File: src/rtl/mul_share_arb.sv
// mul_share_arb: round-robin front end sharing one sequential 8x8->16 multiplier between ports A and B.
// Define MUL_ARB_STATS_EN to enable the saturating per-port grant counters (stat_cnt_a/stat_cnt_b).
module mul_share_arb #(
    parameter int W_OP  = 8,
    parameter int W_RES = 16
) (
    input  logic             clk_i,
    input  logic             rst_ni,
    input  logic [W_OP-1:0]  reqa_a,
    input  logic [W_OP-1:0]  reqa_b,
    input  logic             reqa_start_i,
    output logic             reqa_busy_o,
    output logic [W_RES-1:0] reqa_y_bo,
    input  logic [W_OP-1:0]  reqb_a,
    input  logic [W_OP-1:0]  reqb_b,
    input  logic             reqb_start_i,
    output logic             reqb_busy_o,
    output logic [W_RES-1:0] reqb_y_bo,
    output logic [W_OP-1:0]  mul_a,
    output logic [W_OP-1:0]  mul_b,
    output logic             mul_start_o,
    input  logic             mul_busy_i,
    input  logic [W_RES-1:0] mul_y_bi,
    output logic             grant_o,
    output logic [15:0]      stat_cnt_a,
    output logic [15:0]      stat_cnt_b
);

    typedef enum logic [1:0] {
        ST_IDLE  = 2'd0,
        ST_ISSUE = 2'd1,
        ST_GAP   = 2'd2,
        ST_WAIT  = 2'd3
    } state_t;

    state_t           state_r;
    logic             pend_a_r;
    logic             pend_b_r;
    logic             last_r;
    logic             grant_r;
    logic             start_r;
    logic [W_OP-1:0]  hold_aa_r;
    logic [W_OP-1:0]  hold_ab_r;
    logic [W_OP-1:0]  hold_ba_r;
    logic [W_OP-1:0]  hold_bb_r;
    logic [W_OP-1:0]  mul_a_r;
    logic [W_OP-1:0]  mul_b_r;
    logic [W_RES-1:0] y_a_r;
    logic [W_RES-1:0] y_b_r;
    logic             cap_a_s;
    logic             cap_b_s;
    logic             issue_s;
    logic             win_s;

    // Start acceptance, issue condition and round-robin winner selection
    always_comb begin
        cap_a_s = reqa_start_i & ~pend_a_r;
        cap_b_s = reqb_start_i & ~pend_b_r;
        issue_s = (state_r == ST_IDLE) & (pend_a_r | pend_b_r) & ~mul_busy_i;
        if (pend_a_r && pend_b_r) begin
            win_s = ~last_r;
        end else begin
            win_s = pend_b_r;
        end
    end

    // Per-port operand hold registers, loaded only on an accepted start
    always_ff @(posedge clk_i or negedge rst_ni) begin
        if (!rst_ni) begin
            hold_aa_r <= {W_OP{1'b0}};
            hold_ab_r <= {W_OP{1'b0}};
            hold_ba_r <= {W_OP{1'b0}};
            hold_bb_r <= {W_OP{1'b0}};
        end else begin
            if (cap_a_s) begin
                hold_aa_r <= reqa_a;
                hold_ab_r <= reqa_b;
            end
            if (cap_b_s) begin
                hold_ba_r <= reqb_a;
                hold_bb_r <= reqb_b;
            end
        end
    end

    // Arbiter FSM: pending flags, multiplier drive, result routing and RR pointer
    always_ff @(posedge clk_i or negedge rst_ni) begin
        if (!rst_ni) begin
            state_r  <= ST_IDLE;
            pend_a_r <= 1'b0;
            pend_b_r <= 1'b0;
            last_r   <= 1'b1;
            grant_r  <= 1'b0;
            start_r  <= 1'b0;
            mul_a_r  <= {W_OP{1'b0}};
            mul_b_r  <= {W_OP{1'b0}};
            y_a_r    <= {W_RES{1'b0}};
            y_b_r    <= {W_RES{1'b0}};
        end else begin
            if (cap_a_s) begin
                pend_a_r <= 1'b1;
            end
            if (cap_b_s) begin
                pend_b_r <= 1'b1;
            end
            case (state_r)
                ST_IDLE: begin
                    if (issue_s) begin
                        mul_a_r <= win_s ? hold_ba_r : hold_aa_r;
                        mul_b_r <= win_s ? hold_bb_r : hold_ab_r;
                        start_r <= 1'b1;
                        grant_r <= win_s;
                        state_r <= ST_ISSUE;
                    end
                end
                ST_ISSUE: begin
                    start_r <= 1'b0;
                    state_r <= ST_GAP;
                end
                // Multiplier busy rises one edge after start; skip a cycle before trusting it
                ST_GAP: begin
                    state_r <= ST_WAIT;
                end
                ST_WAIT: begin
                    if (!mul_busy_i) begin
                        if (grant_r) begin
                            y_b_r    <= mul_y_bi;
                            pend_b_r <= 1'b0;
                        end else begin
                            y_a_r    <= mul_y_bi;
                            pend_a_r <= 1'b0;
                        end
                        last_r  <= grant_r;
                        state_r <= ST_IDLE;
                    end
                end
                default: begin
                    start_r <= 1'b0;
                    state_r <= ST_IDLE;
                end
            endcase
        end
    end

`ifdef MUL_ARB_STATS_EN
    logic [15:0] cnt_a_r;
    logic [15:0] cnt_b_r;

    // Saturating grant counters, advanced on each issue to the winning port
    always_ff @(posedge clk_i or negedge rst_ni) begin
        if (!rst_ni) begin
            cnt_a_r <= 16'd0;
            cnt_b_r <= 16'd0;
        end else begin
            if (issue_s && !win_s && (cnt_a_r != 16'hFFFF)) begin
                cnt_a_r <= cnt_a_r + 16'd1;
            end
            if (issue_s && win_s && (cnt_b_r != 16'hFFFF)) begin
                cnt_b_r <= cnt_b_r + 16'd1;
            end
        end
    end

    assign stat_cnt_a = cnt_a_r;
    assign stat_cnt_b = cnt_b_r;
`else
    assign stat_cnt_a = 16'd0;
    assign stat_cnt_b = 16'd0;
`endif

    assign reqa_busy_o = pend_a_r;
    assign reqb_busy_o = pend_b_r;
    assign reqa_y_bo   = y_a_r;
    assign reqb_y_bo   = y_b_r;
    assign mul_a       = mul_a_r;
    assign mul_b       = mul_b_r;
    assign mul_start_o = start_r;
    assign grant_o     = grant_r;

endmodule

File: config.mk
export PLATFORM = sky130hd
export DESIGN_NAME = mul_share_arb
export DESIGN_NICKNAME = d
export VERILOG_FILES = /design/src/rtl/mul_share_arb.sv
export SDC_FILE = /design/constraint.sdc
export NUM_CORES = 1
export LEC_CHECK = 0
export ABC_AREA = 0
export BUFFER_PORTS_ARGS = -buffer_cell sky130_fd_sc_hd__buf_2
export CORE_MARGIN = 1
export CORE_UTILIZATION = 35
export CTS_CLUSTER_DIAMETER = 80
export DETAILED_ROUTE_END_ITERATION = 10
export PLACE_DENSITY = 0.69
export SYNTH_ARGS = -nofsm -noshare
export SYNTH_HDL_FRONTEND = slang
export SYNTH_SLANG_ARGS = --single-unit
File: constraint.sdc
create_clock -name clk_i -period 3 [get_ports clk_i]
set_input_delay 0.6 -clock clk_i [delete_from_list [all_inputs] [get_ports clk_i]]
set_output_delay 0.6 -clock clk_i [all_outputs]
set_load 0.005 [all_outputs]
* Yosys cells after proc, flatten, opt, wreduce, memory -nomap -nowiden *
Cells that the tools add are included.
Widths: inputs -> output; s select.

operators by class
  $add $sub $neg = 0
  bitwise operators = 10
  div/mod/pow operators = 0
  magnitude comparators = 0
  reductions and logical operators = 9
  muxes and demuxes = 16
  shifts and indexed selects = 0
  $mul = 0
  equality and inequality tests = 5

operator list
  cell                count
  $mux 8              2
  $mux 1              10
  $pmux 2 s4          1
  $reduce_and 2->1    4
  $reduce_and 3->1    2
  $not 1->1           5
  $and 1x1->1         4
  $eq 2x2->1 const B  2
  $mux 2              2
  $ne 2x2->1 const B  2
  $eq 2x1->1 const B  1
  $logic_not 2->1     1
  $pmux 1 s2          1
  $reduce_bool 2->1   1
  $logic_and 1x1->1   1
  $or 1x1->1          1

storage, ports and cells
  register bits = 87
  bits in latches = 0
  memories = 0
  RAM bits = 0
  bits in read-only memories = 0

* Depth between registers and ports, before layout *
  depth after elaboration = 6
  depth in mapped cells = 7
  depth with buffers taken out = 5

* Least setup slack after synthesis *
No wires, ideal clock.

  path kind = input to register
  from = input mul_busy_i
  to = register y_a_r[10], in the netlist reqa_y_bo[10]
  library setup time = 125 ps
  stages = 4
  buffers on the path = 1
  data required time = 2,875 ps
  arrival = 1,519 ps
  path slack = 1,356 ps
  cells stage by stage = nand2b_1 > nor2_2 > buf_6 > mux2_2

on the way
  word-level cells in the longest chain between the ends = 2

ends and longest elaborated chain
  item                        RTL line  text
  from (decl)                 22        input logic mul_busy_i,
  $not 1->1 (no line)         -
  $reduce_and 3->1 (no line)  -
  to (signal assigned)        97        y_a_r <= {W_RES{1'b0}};
  to (signal assigned)        130       y_a_r <= mul_y_bi;
  to (decl)                   48        logic [W_RES-1:0] y_a_r;

Every way passes these cells.
A chain may end at the register's enable or synchronous reset.

* Worst setup path in the final report *
  from = register state_r[0]
  to = register grant_r, in the netlist grant_o

on the way
  word-level cells in the longest chain between the ends = 4

ends and longest elaborated chain
  item                            RTL line  text
  from (decl)                     36        state_t state_r;
  from (signal assigned)          89        state_r <= ST_IDLE;
  from (signal assigned)          113       state_r <= ST_ISSUE;
  from (signal assigned)          118       state_r <= ST_GAP;
  $logic_not 2->1 (*)             59, 106
  $and 1x1->1 (2 in series)       59        issue_s = (state_r == ST_IDLE) & (pend_a_r | pend_b_r) & ~mul_busy_i;
  $reduce_and 2->1 (no line) (*)  -
  to (signal assigned)            112       grant_r <= win_s;
  to (decl)                       40        logic grant_r;

Mark *: on every way between the ends. The rest lies on a longest branch, timed or not.

==> flow_summary.ini <==
[status]
status = finished, final reports clean

[timing]
setup_ws_ns = 0.930
setup_violations = 0
fmaxAchievable_mhz = 483
totalNegativeSetupSlack_ns = 0
hold_viol = 0
slew_violations = 0
fin_worst_skew_ns = 0.00616
worst_slew_pin_slew_ns = 0.822
maxSlewHeadroom_pct = 44.9
fin_crit_ns = 2.07
rsz0062_at_grt = false
fin_crit_sh_pct = 69.0

[floorplanning]
fp.dieW_um = 106
start_util_pct = 36.3
row_count = 37
pin_count = 137
core-area_mm2 = 0.0104
dieArea_mm2 = 0.0112
die_y_um = 106

[worst_setup_path]
r2r_cells = 4
rrSetupSlack_ns = 0.93
start_kind = register
end_kind = register
cp-endpoint = grant_o$_DFFE_PN0P_
cp.required_ns = 3.25
path_max_fanout = 19
r2r_end = grant_o$_DFFE_PN0P_
arrival_ns = 2.32
reg2reg_from = state_r[0]$_DFFE_PN0P_
critPathLaunch = state_r[0]$_DFFE_PN0P_
path_class = register to register

[cells_and_area]
area_growth_pct = 20.3
layout_commonest_cell = buf_2
fin_area_mm2 = 0.00453
drive_above_1_share_pct = 49.3
nNetsFinal = 455
n_fill_cell = 1003
final_cell_mix = buf_2 (103), dfrtp_1 (86), mux2_2 (65)
insertedDiodeCount = 0

[global_route]
grt_pass1_vias = 2550
top_usage_layer = met2
grt_overflow = 0
met2_usage_pct = 24.6
grt_pass1_wl_um = 13000
grt_max_degree = 48
use_met1_pct = 18.9
grt.met3_usage_pct = 4.82
gr-usage-all-layers_pct = 15.4
antenna_found_initial = 0

[synthesis]
avgSynthCellArea_um2 = 12.9
synth_cells = 292
netlist_area_mm2 = 0.00377
synth.distinct_cells = 26
yosys_warnings = 0
synth-seq-area-share_pct = 57.8
synth_seq_cells = 87

[place]
dpl_cell_area_mm2 = 0.00429
numPortBuffers = 104
dp_slack_ns = 0.957
gp_congestion = 0.710
dp.final_hpwl_um = 5720

[power]
switchingPower_mw = 1.51
leakage_nw = 2.18
ir_worst_vdd_v = 0.000466
p_per_area_mw_per_mm2 = 1040
clkPwrFrac_pct = 20.8
p_seq_share_pct = 44.5
internal-power_mw = 3.21
p_comb_share_pct = 34.7
switching_share_pct = 32.0

[detailed_routing]
dr.pass1.iters = 4
viasPerCell = 4.60
drtIter0Drc = 82
wl_per_cell_um = 14.8
ant_nets = 0
via_count = 2473
drt_wl_total_um = 7950
drc = 0

[clock_tree]
clk_pin_slew_ns = 0.08
numCtsBuffers = 9
clock_sinks = 87
clockBufferDepth = 2
cts_resized = 0
holdBufCountCts = 0
cts_tree = done
cts_setup_buffers = 0
worstSkewPairLatency_ns = 0.36
htreeDepth = 3
cts_root_buffer = clkbuf_8

[hold_path]
hold_class = primary input to async pin

[job]
drv_cap = 0
## layout make-up
type                            count  area, um2  area share, %
Clock buffer                       10        138           3.04
Inverter                            3       11.3          0.248
Multi-Input combinational cell    187       1370           30.2
Sequential cell                    87       2180           48.0
Tap cell                          136        170           3.75
Timing Repair Buffer              109        561           12.4
Clock inverter                      6        108           2.37
## synthesized netlist by cell type
master | count | share of area [%]
nor2b_1 | 2 | 0.33
mux2_4 | 1 | 0.40
and2_4 | 1 | 0.23
a31oi_1 | 16 | 2.7
o21ba_1 | 1 | 0.27
a21oi_1 | 17 | 2.3
inv_1 | 3 | 0.30
clkbuf_1 | 3 | 0.30
nand3b_2 | 1 | 0.30
buf_2 | 7 | 0.93
o21a_1 | 2 | 0.40
dfrtp_1 | 86 | 57
conb_1 | 1 | 0.10
nand2b_1 | 1 | 0.17
nor2_1 | 4 | 0.40
mux2i_1 | 1 | 0.27
nand2_1 | 34 | 3.4
a21bo_1 | 1 | 0.27
buf_4 | 32 | 6.4
mux2_2 | 65 | 19
a21boi_2 | 1 | 0.30
o21ai_0 | 1 | 0.13
buf_6 | 4 | 1.2
dfstp_2 | 1 | 0.70
ha_1 | 5 | 1.7
nor2_2 | 1 | 0.17
## cell families (layout without fill, tap and decap cells)
kind of cell    after synthesis  in the layout  share of synthesized area, %
simple gates                 44             44                          4.98
flops                        87             87                          57.8
other cells                   1             32                        0.0995
fa+ha+maj                     5              5                          1.66
buf+inv                      49            128                          9.10
mux                          67             67                          20.1
compound gates               39             39                          6.27
## worst min-delay path by stage
| stage | endpoint | slack [ns] |
|---|---|---|
| global route | reqb_y_bo[3]$_DFFE_PN0P_ | 0.27 |
| finish | reqa_y_bo[5]$_DFFE_PN0P_ | 0.24 |
| detailed placement | last_r$_DFFE_PN1P_ | 0.48 |
| global placement | last_r$_DFFE_PN1P_ | 0.47 |
| CTS | reqa_y_bo[5]$_DFFE_PN0P_ | 0.24 |
| floorplan | grant_o$_DFFE_PN0P_ | 0.30 |
## power by group through the flow
stage / Clock [mW] / Sequential, mW / Combinational, mW
3_3_place_gp: 0 / 2.10 / 1.62
3_5_place_dp: 0 / 2.13 / 1.67
6_report: 0.984 / 2.11 / 1.64
5_1_grt: 1.07 / 2.19 / 1.84
2_1_floorplan: 0 / 2.09 / 1.06
4_1_cts: 1.01 / 2.12 / 1.68
## critical path: stages (launching register included)
cell	delay (ns)
dfrtp_1	0.42
inv_1	0.13
ha_1	0.67
and2_4	0.42
mux2_4	0.32
## metal layers
layer  up-vias  share of wire (%)
li1       1147                  -
met1      1207                 43
met2       106                 48
met3        13                7.0
met4         0                1.8
met5         -                  0
## state kept, by name, indices dropped and copies added (netlist names)
signal and cells:
hold_bb_r 8, hold_aa_r 8, reqb_y_bo 16, mul_b 8, hold_ba_r 8, grant_o 1, state_r 2, reqa_busy_o 1
last_r 1, mul_start_o 1, mul_a 8, reqb_busy_o 1, hold_ab_r 8, reqa_y_bo 16
## per-stage QoR
step	hold WS, ns	total power [mW]	instances	utilization, %
3_3_place_gp	0.466	3.72	522	41.4
5_1_grt	0.274	5.09	538	43.7
6_report	0.241	4.73	538	43.7
4_1_cts	0.241	4.81	538	43.7
3_5_place_dp	0.482	3.80	522	41.4
2_1_floorplan	0.304	3.15	323	-
(Power assumes the default switching activity.)
